## config.mk

```make
export PLATFORM = sky130hd
export DESIGN_NAME = uart_tx_periph
export DESIGN_NICKNAME = d
export VERILOG_FILES = /design/src/rtl/uart_tx_periph.sv
export SDC_FILE = /design/constraint.sdc
export NUM_CORES = 1
export LEC_CHECK = 0
export ABC_AREA = 1
export ABC_CLOCK_PERIOD_IN_PS = 3300
export BUFFER_PORTS_ARGS = -buffer_cell sky130_fd_sc_hd__buf_2
export CORE_UTILIZATION = 62
export CTS_CLUSTER_DIAMETER = 100
export DETAILED_ROUTE_END_ITERATION = 12
export GPL_TIMING_DRIVEN = 0
export PLACE_DENSITY = 0.85
export SLEW_MARGIN = 40
export SYNTH_ARGS = -nofsm -noshare
export SYNTH_HDL_FRONTEND = slang
export SYNTH_SLANG_ARGS = --single-unit
```

## constraint.sdc

```tcl
create_clock -name PCLK -period 3.3 [get_ports PCLK]
set_input_delay 0.33 -clock PCLK [delete_from_list [all_inputs] [get_ports PCLK]]
set_output_delay 0.33 -clock PCLK [all_outputs]
set_load 0.05 [all_outputs]
```

## src/rtl/uart_tx_periph.sv

```systemverilog
`default_nettype none
// ============================================================================
// Module   : uart_tx_periph
// Purpose  : APB responder that queues bytes in a small TX FIFO and
//            serialises them onto an 8N1 UART line, LSB first, with a
//            software-programmable baud divisor.
// Revision : 1.0 - initial release
// ============================================================================
module uart_tx_periph #(
  parameter int          FIFO_DEPTH  = 4,
  parameter logic [15:0] DEFAULT_DIV = 16'd867
) (
  input  logic        PCLK,
  input  logic        PRESET,
  input  logic [3:0]  PADDR,
  input  logic [31:0] PWDATA,
  input  logic        PWRITE,
  input  logic        PENABLE,
  input  logic        PSEL,
  output logic [31:0] PRDATA,
  output logic        PREADY,
  output logic        tx,
  output logic        tx_busy
);

  localparam int         AW      = $clog2(FIFO_DEPTH);
  localparam logic [AW:0] DEPTH_C = (AW+1)'(FIFO_DEPTH);

  localparam logic [1:0] REG_CTRL   = 2'd0;
  localparam logic [1:0] REG_STATUS = 2'd1;
  localparam logic [1:0] REG_TXDATA = 2'd2;
  localparam logic [1:0] REG_BAUD   = 2'd3;

  typedef enum logic [1:0] {
    S_IDLE  = 2'd0,
    S_START = 2'd1,
    S_DATA  = 2'd2,
    S_STOP  = 2'd3
  } state_t;

  // APB decode: one wait state, register effects land on the edge ending PREADY
  logic       access;
  logic       wr_en;
  logic       rd_en;
  logic [1:0] reg_sel;

  assign access  = PSEL & PENABLE;
  assign wr_en   = access & PWRITE & PREADY;
  assign rd_en   = access & ~PWRITE & ~PREADY;
  assign reg_sel = PADDR[3:2];

  // Control and configuration registers
  logic        en;
  logic        ovr;
  logic [15:0] baud_div;

  // FIFO storage and bookkeeping
  logic [7:0]  mem [FIFO_DEPTH];
  logic [AW-1:0] wptr;
  logic [AW-1:0] rptr;
  logic [AW:0]   count;
  logic          full;
  logic          empty;
  logic          push_req;
  logic          do_push;
  logic          pop;
  logic          flush;
  logic          ovr_clr;
  logic [7:0]    head;

  assign full     = (count == DEPTH_C);
  assign empty    = (count == '0);
  assign head     = mem[rptr];
  assign push_req = wr_en && (reg_sel == REG_TXDATA);
  assign flush    = wr_en && (reg_sel == REG_CTRL) && PWDATA[1];
  assign ovr_clr  = wr_en && (reg_sel == REG_CTRL) && PWDATA[2];
  // A pop in the same cycle frees a slot, so a push into a full FIFO still lands
  assign do_push  = push_req && !flush && (!full || pop);

  // Transmitter state
  state_t      state;
  state_t      state_nxt;
  logic [7:0]  shreg;
  logic [15:0] div_lat;
  logic [15:0] bit_timer;
  logic [2:0]  bit_idx;
  logic        bit_end;

  assign bit_end = (bit_timer == 16'd0);
  assign tx_busy = (state != S_IDLE);

  // Software-visible registers: EN, sticky overrun flag and baud divisor
  always_ff @(posedge PCLK or negedge PRESET) begin
    if (!PRESET) begin
      en       <= 1'b0;
      ovr      <= 1'b0;
      baud_div <= DEFAULT_DIV;
    end else begin
      if (wr_en && (reg_sel == REG_CTRL)) en <= PWDATA[0];
      if (wr_en && (reg_sel == REG_BAUD)) baud_div <= PWDATA[15:0];
      if (ovr_clr)
        ovr <= 1'b0;
      else if (push_req && !flush && full && !pop)
        ovr <= 1'b1;
    end
  end

  // FIFO data array; contents need no reset since COUNT gates visibility
  always_ff @(posedge PCLK) begin
    if (do_push) mem[wptr] <= PWDATA[7:0];
  end

  // FIFO pointers and occupancy; flush wins over any concurrent push or pop
  always_ff @(posedge PCLK or negedge PRESET) begin
    if (!PRESET) begin
      wptr  <= '0;
      rptr  <= '0;
      count <= '0;
    end else if (flush) begin
      rptr  <= wptr;
      count <= '0;
    end else begin
      if (do_push) wptr <= wptr + AW'(1);
      if (pop)     rptr <= rptr + AW'(1);
      if (do_push && !pop)
        count <= count + (AW+1)'(1);
      else if (!do_push && pop)
        count <= count - (AW+1)'(1);
    end
  end

  // APB handshake and registered read data
  logic [31:0] rdata_mux;
  logic [31:0] count_ext;
  assign count_ext = 32'(count);

  // Read mux; write-only and self-clearing fields read as zero
  always_comb begin
    rdata_mux = 32'd0;
    case (reg_sel)
      REG_CTRL:   rdata_mux = {31'd0, en};
      REG_STATUS: rdata_mux = {24'd0, count_ext[3:0], ovr, tx_busy, empty, full};
      REG_TXDATA: rdata_mux = 32'd0;
      REG_BAUD:   rdata_mux = {16'd0, baud_div};
      default:    rdata_mux = 32'd0;
    endcase
  end

  // PREADY pulses once per transfer; PRDATA is captured on its rising edge
  always_ff @(posedge PCLK or negedge PRESET) begin
    if (!PRESET) begin
      PREADY <= 1'b0;
      PRDATA <= 32'd0;
    end else begin
      PREADY <= access & ~PREADY;
      PRDATA <= rd_en ? rdata_mux : 32'd0;
    end
  end

  // TX FSM state register
  always_ff @(posedge PCLK or negedge PRESET) begin
    if (!PRESET) state <= S_IDLE;
    else         state <= state_nxt;
  end

  // TX FSM next state and pop decision; STOP chains straight into START
  always_comb begin
    state_nxt = state;
    pop       = 1'b0;
    case (state)
      S_IDLE: begin
        if (en && !empty) begin
          pop       = 1'b1;
          state_nxt = S_START;
        end
      end
      S_START: begin
        if (bit_end) state_nxt = S_DATA;
      end
      S_DATA: begin
        if (bit_end && (bit_idx == 3'd7)) state_nxt = S_STOP;
      end
      S_STOP: begin
        if (bit_end) begin
          if (en && !empty) begin
            pop       = 1'b1;
            state_nxt = S_START;
          end else begin
            state_nxt = S_IDLE;
          end
        end
      end
      default: state_nxt = S_IDLE;
    endcase
  end

  // Bit timer, divisor snapshot and shift register; divisor sampled per frame
  always_ff @(posedge PCLK or negedge PRESET) begin
    if (!PRESET) begin
      shreg     <= 8'd0;
      div_lat   <= DEFAULT_DIV;
      bit_timer <= 16'd0;
      bit_idx   <= 3'd0;
    end else if (pop) begin
      shreg     <= head;
      div_lat   <= baud_div;
      bit_timer <= baud_div;
      bit_idx   <= 3'd0;
    end else if (state != S_IDLE) begin
      if (bit_end) begin
        bit_timer <= div_lat;
        if (state == S_DATA) bit_idx <= bit_idx + 3'd1;
      end else begin
        bit_timer <= bit_timer - 16'd1;
      end
    end
  end

  // Line driver: idle and stop are high, start is low, data is LSB first
  always_comb begin
    tx = 1'b1;
    case (state)
      S_START: tx = 1'b0;
      S_DATA:  tx = shreg[bit_idx];
      default: tx = 1'b1;
    endcase
  end

  // Address byte lane and upper write-data bits carry no meaning here
  logic unused_bits;
  assign unused_bits = ^{PADDR[1:0], PWDATA[31:16], count_ext[31:4]};

endmodule
`default_nettype wire

```

==> metrics.cfg <==
[layout]
insertedDiodeCount = 0
area.growth.synth_to_final_pct = 17.7
drive_above_1_share = 0.230
finalNetCount = 742
fin_area_um2 = 6810

[pwr]
cellLeakagePower_nw = 3.24
p_per_area_nw_per_um2 = 832
ir_worst_vdd_v = 0.000601
design_power_total_w = 0.00566

[drt]
detail_route.iter0.violations = 310
antenna_left = 0
dr_wl_met3_um = 832
drt-total-wl_um = 13600
firstDrtPassIters = 5
dr_vias = 4521
wire_per_inst_um = 16.8
route.layer.met1.wl_um = 5670
drc = 0
dr_vias_cell = 5.60
met2_wirelength_um = 6760
highest_layer = met4

[synth]
area_fraction_in_compound_gates_after_synthesis = 0.0934
count_of_unique_library_cells_instantiated_by_yosys = 45
synth.ff_latch_count = 119
post_synth_main_area_contributors = sky130_fd_sc_hd__dfrtp_1, sky130_fd_sc_hd__edfxtp_1, sky130_fd_sc_hd__nand2_1
number_of_enable_flip_flop_cells_after_synthesis = 32
yosys_warnings = 0
synthesis.area_um2 = 5780
post_synth_xor_area_fraction = 0.0212
dominant_combinational_cell_family_by_area_after_synthesis = simple AND/OR/NAND/NOR gates
synth_area_in_simple_gates = 0.202
synth_top_area_cell = sky130_fd_sc_hd__dfrtp_1
synth.yosys.seq_area_share = 0.545
post_synth_fa_ha_maj_area_fraction = 0.0316
async_s_r_ff_share_synth = 0.731
synthesis.area_per_instance_um2 = 9.48
synth_top_area_frac = 0.324
postSynthCellCount = 610
muxShareOfSynthArea = 0.0288
ys.flop_type = sky130_fd_sc_hd__dfrtp_1

[cts]
cts-buffers-inserted = 17
cts_h_tree_lvls = 4
cts_repair_resize_count = 0
clock-root-buffer = sky130_fd_sc_hd__clkbuf_8
cts-root-to-sink-buffers = 2
clk_slew_on_worst_s_h_paths_ns = 0.06
clock_sinks = 119
postCtsSetupRepairBufs = 0
cts_hold_buffers = 1
clock_insertion_delay_worst_skew_ns = 0.51
cts_tree = yes

[critical_path]
max_incr_delay_on_cp_ns = 0.63
cp_cell_sequence = inv_1 > ha_1 > nand3_1 > a21oi_4 > o21ai_2 > nor2_1
setup.worst_path.start = state[0]
critical_path.top_delay_family = simple AND/OR/NAND/NOR gates
timing.critical_path.fanout_max = 10
r2r_cells = 6
start_kind = flop
rr_startpoint = state[0]
worst-r2r-setup-slack_ns = 0.49
worstSetupEndpointType = flop
worstPathRequired_ns = 3.44
worst_r2r_endpoint = mem[3][0]
critPathArrivalTime_ns = 2.95
timing.critical_path.buf_inv = 1
critPathSlowestCell = sky130_fd_sc_hd__nor2_1
endpoint = mem[3][0]
criticalPathCategory = reg2reg
crit_cells = 6

[run_status]
outcome = finished clean

[timing]
final_min_period_over_clock_period = 0.852
layout_min_cycle_time_ns = 2.81
unrepaired_setup_endpoints_after_global_routing = false
worstMarginPinSlew_ns = 0.770
final-max-slew-violation-count = 0
setup_violations = 0
normalized_max_slew_margin = 0.485
max_freq_ghz = 0.356
finalSetupTns_ns = 0
clock_skew_ns = 0.00963
final_hold_violation_count = 0
final.setup.worst_slack_ns = 0.488

[worst_hold_path]
hold_path_class = in2reg
hold-path-cell-count = 2
worst_hold_startpoint = PWDATA[12]

[place]
placement.cell_area_um2 = 6210
hpwl_um = 9340
preCtsSetupSlack_ns = 0.565
number_of_buffers_inserted_by_port_buffering = 41
gp_congestion = 0.913

[die]
die_width_um = 98.6
placement_rows = 34
die_height_um = 98.6
io_pins = 76
die_area_um2 = 9720
design.core.area_um2 = 8890
start_util = 0.651

[run]
maxCapViolCount = 0

[grt]
first_pass_grt_wire_length_um = 22000
grtUsageTotal = 0.300
antenna_violations_before_repair = 0
grt_pass1_vias = 4555
grt_overflow_total = 0
grt_start_max_net_pins = 62

## layout by cell type (no fill, tap or decap), types with 2 or more instances in the layout
master,n
sky130_fd_sc_hd__edfxtp_1,32
sky130_fd_sc_hd__conb_1,16
sky130_fd_sc_hd__nor2_2,10
sky130_fd_sc_hd__mux2_2,13
sky130_fd_sc_hd__nand4_1,2
sky130_fd_sc_hd__clkinvlp_4,2
sky130_fd_sc_hd__nor3_1,5
sky130_fd_sc_hd__nor2_4,4
sky130_fd_sc_hd__clkinv_4,3
sky130_fd_sc_hd__buf_4,18
sky130_fd_sc_hd__xor2_1,9
sky130_fd_sc_hd__clkbuf_16,16
sky130_fd_sc_hd__buf_6,3
sky130_fd_sc_hd__nand2_2,10
sky130_fd_sc_hd__a31oi_1,4
sky130_fd_sc_hd__a21oi_1,8
sky130_fd_sc_hd__inv_2,2
sky130_fd_sc_hd__dfrtp_1,75
sky130_fd_sc_hd__o21ai_0,48
sky130_fd_sc_hd__dfstp_2,12
sky130_fd_sc_hd__nor2_1,80
sky130_fd_sc_hd__a31oi_2,6
sky130_fd_sc_hd__bufinv_16,2
sky130_fd_sc_hd__mux2i_1,2
sky130_fd_sc_hd__buf_2,44
sky130_fd_sc_hd__o211ai_1,11
sky130_fd_sc_hd__nand2_1,129
sky130_fd_sc_hd__inv_6,6
sky130_fd_sc_hd__clkbuf_1,8
sky130_fd_sc_hd__inv_1,56
sky130_fd_sc_hd__xnor2_1,5
sky130_fd_sc_hd__ha_1,13
sky130_fd_sc_hd__clkinv_1,3
sky130_fd_sc_hd__nand3b_1,2
sky130_fd_sc_hd__nand3_1,22
## synthesized netlist by cell type, types with 11 or more instances
master / count
sky130_fd_sc_hd__nand2_1: 129
sky130_fd_sc_hd__nor2_1: 80
sky130_fd_sc_hd__dfrtp_1: 75
sky130_fd_sc_hd__inv_1: 56
sky130_fd_sc_hd__o21ai_0: 48
sky130_fd_sc_hd__edfxtp_1: 32
sky130_fd_sc_hd__nand3_1: 22
sky130_fd_sc_hd__buf_4: 18
sky130_fd_sc_hd__ha_1: 13
sky130_fd_sc_hd__mux2_2: 13
sky130_fd_sc_hd__dfstp_2: 12
sky130_fd_sc_hd__o211ai_1: 11
## layout make-up
cell class | instances | area [um^2]
sequential | 119 | 3150
multi-input combinational | 413 | 2240
fill | 593 | 2080
clock buffer | 18 | 418
timing repair buffer | 43 | 249
inverter | 61 | 229
buffer | 32 | 219
clock inverter | 14 | 165
tap | 108 | 135
## power breakdown
| part | leakage [nW] | switching [W] | internal (W) |
|---|---|---|---|
| sequential | 1.39 | 0.000232 | 0.00180 |
| clock | 0.280 | 0.000719 | 0.00110 |
| combinational | 1.57 | 0.00119 | 0.000628 |
| total | 3.24 | 0.00214 | 0.00352 |
## per-layer routing
layer / GRT usage / vias up
li1: - / 2104
met1: 0.374 / 2175
met2: 0.511 / 210
met3: 0.0702 / 32
met4: 0.115 / 0
met5: 0 / -
## through the flow
step	util	hold slack, ns	instances
2_1_floorplan	-	0.0344	625
5_1_grt	0.766	0.0430	808
3_5_place_dp	0.699	0.216	775
6_report	0.766	0.0562	808
4_1_cts	0.766	0.0383	808
3_3_place_gp	0.695	0.450	774
## worst reg2reg max path, cell delays in order (launching register included)
cell and delay [ns]:
sky130_fd_sc_hd__dfrtp_1 0.44, sky130_fd_sc_hd__inv_1 0.13, sky130_fd_sc_hd__ha_1 0.37, sky130_fd_sc_hd__nand3_1 0.23, sky130_fd_sc_hd__a21oi_4 0.44, sky130_fd_sc_hd__o21ai_2 0.20, sky130_fd_sc_hd__nor2_1 0.63
## cells by family (layout without fill, tap and decap cells)
| family | Yosys count | in the layout |
|---|---|---|
| xor+xnor | 14 | 14 |
| buf+inv | 93 | 168 |
| compound gates | 86 | 86 |
| other cells | 1 | 16 |
| simple gates | 268 | 268 |
| fa+ha+maj | 14 | 14 |
| mux | 15 | 15 |
| flops | 119 | 119 |
## sequential cells by signal (all words and copies together) (netlist names), 2 cells and up
register   flops
PRDATA        16
shreg          8
rptr           2
bit_timer     16
wptr           2
baud_div      16
bit_idx        3
count          3
mem           32
div_lat       16
state          2
## worst min path at each step
stage	slack [ns]	to
2_1_floorplan	0.03	PRDATA[0]
3_3_place_gp	0.45	PREADY
3_5_place_dp	0.22	bit_timer[9]
4_1_cts	0.04	baud_div[12]
5_1_grt	0.04	baud_div[12]
6_report	0.06	baud_div[12]
Power figures use the tool's default switching activity.
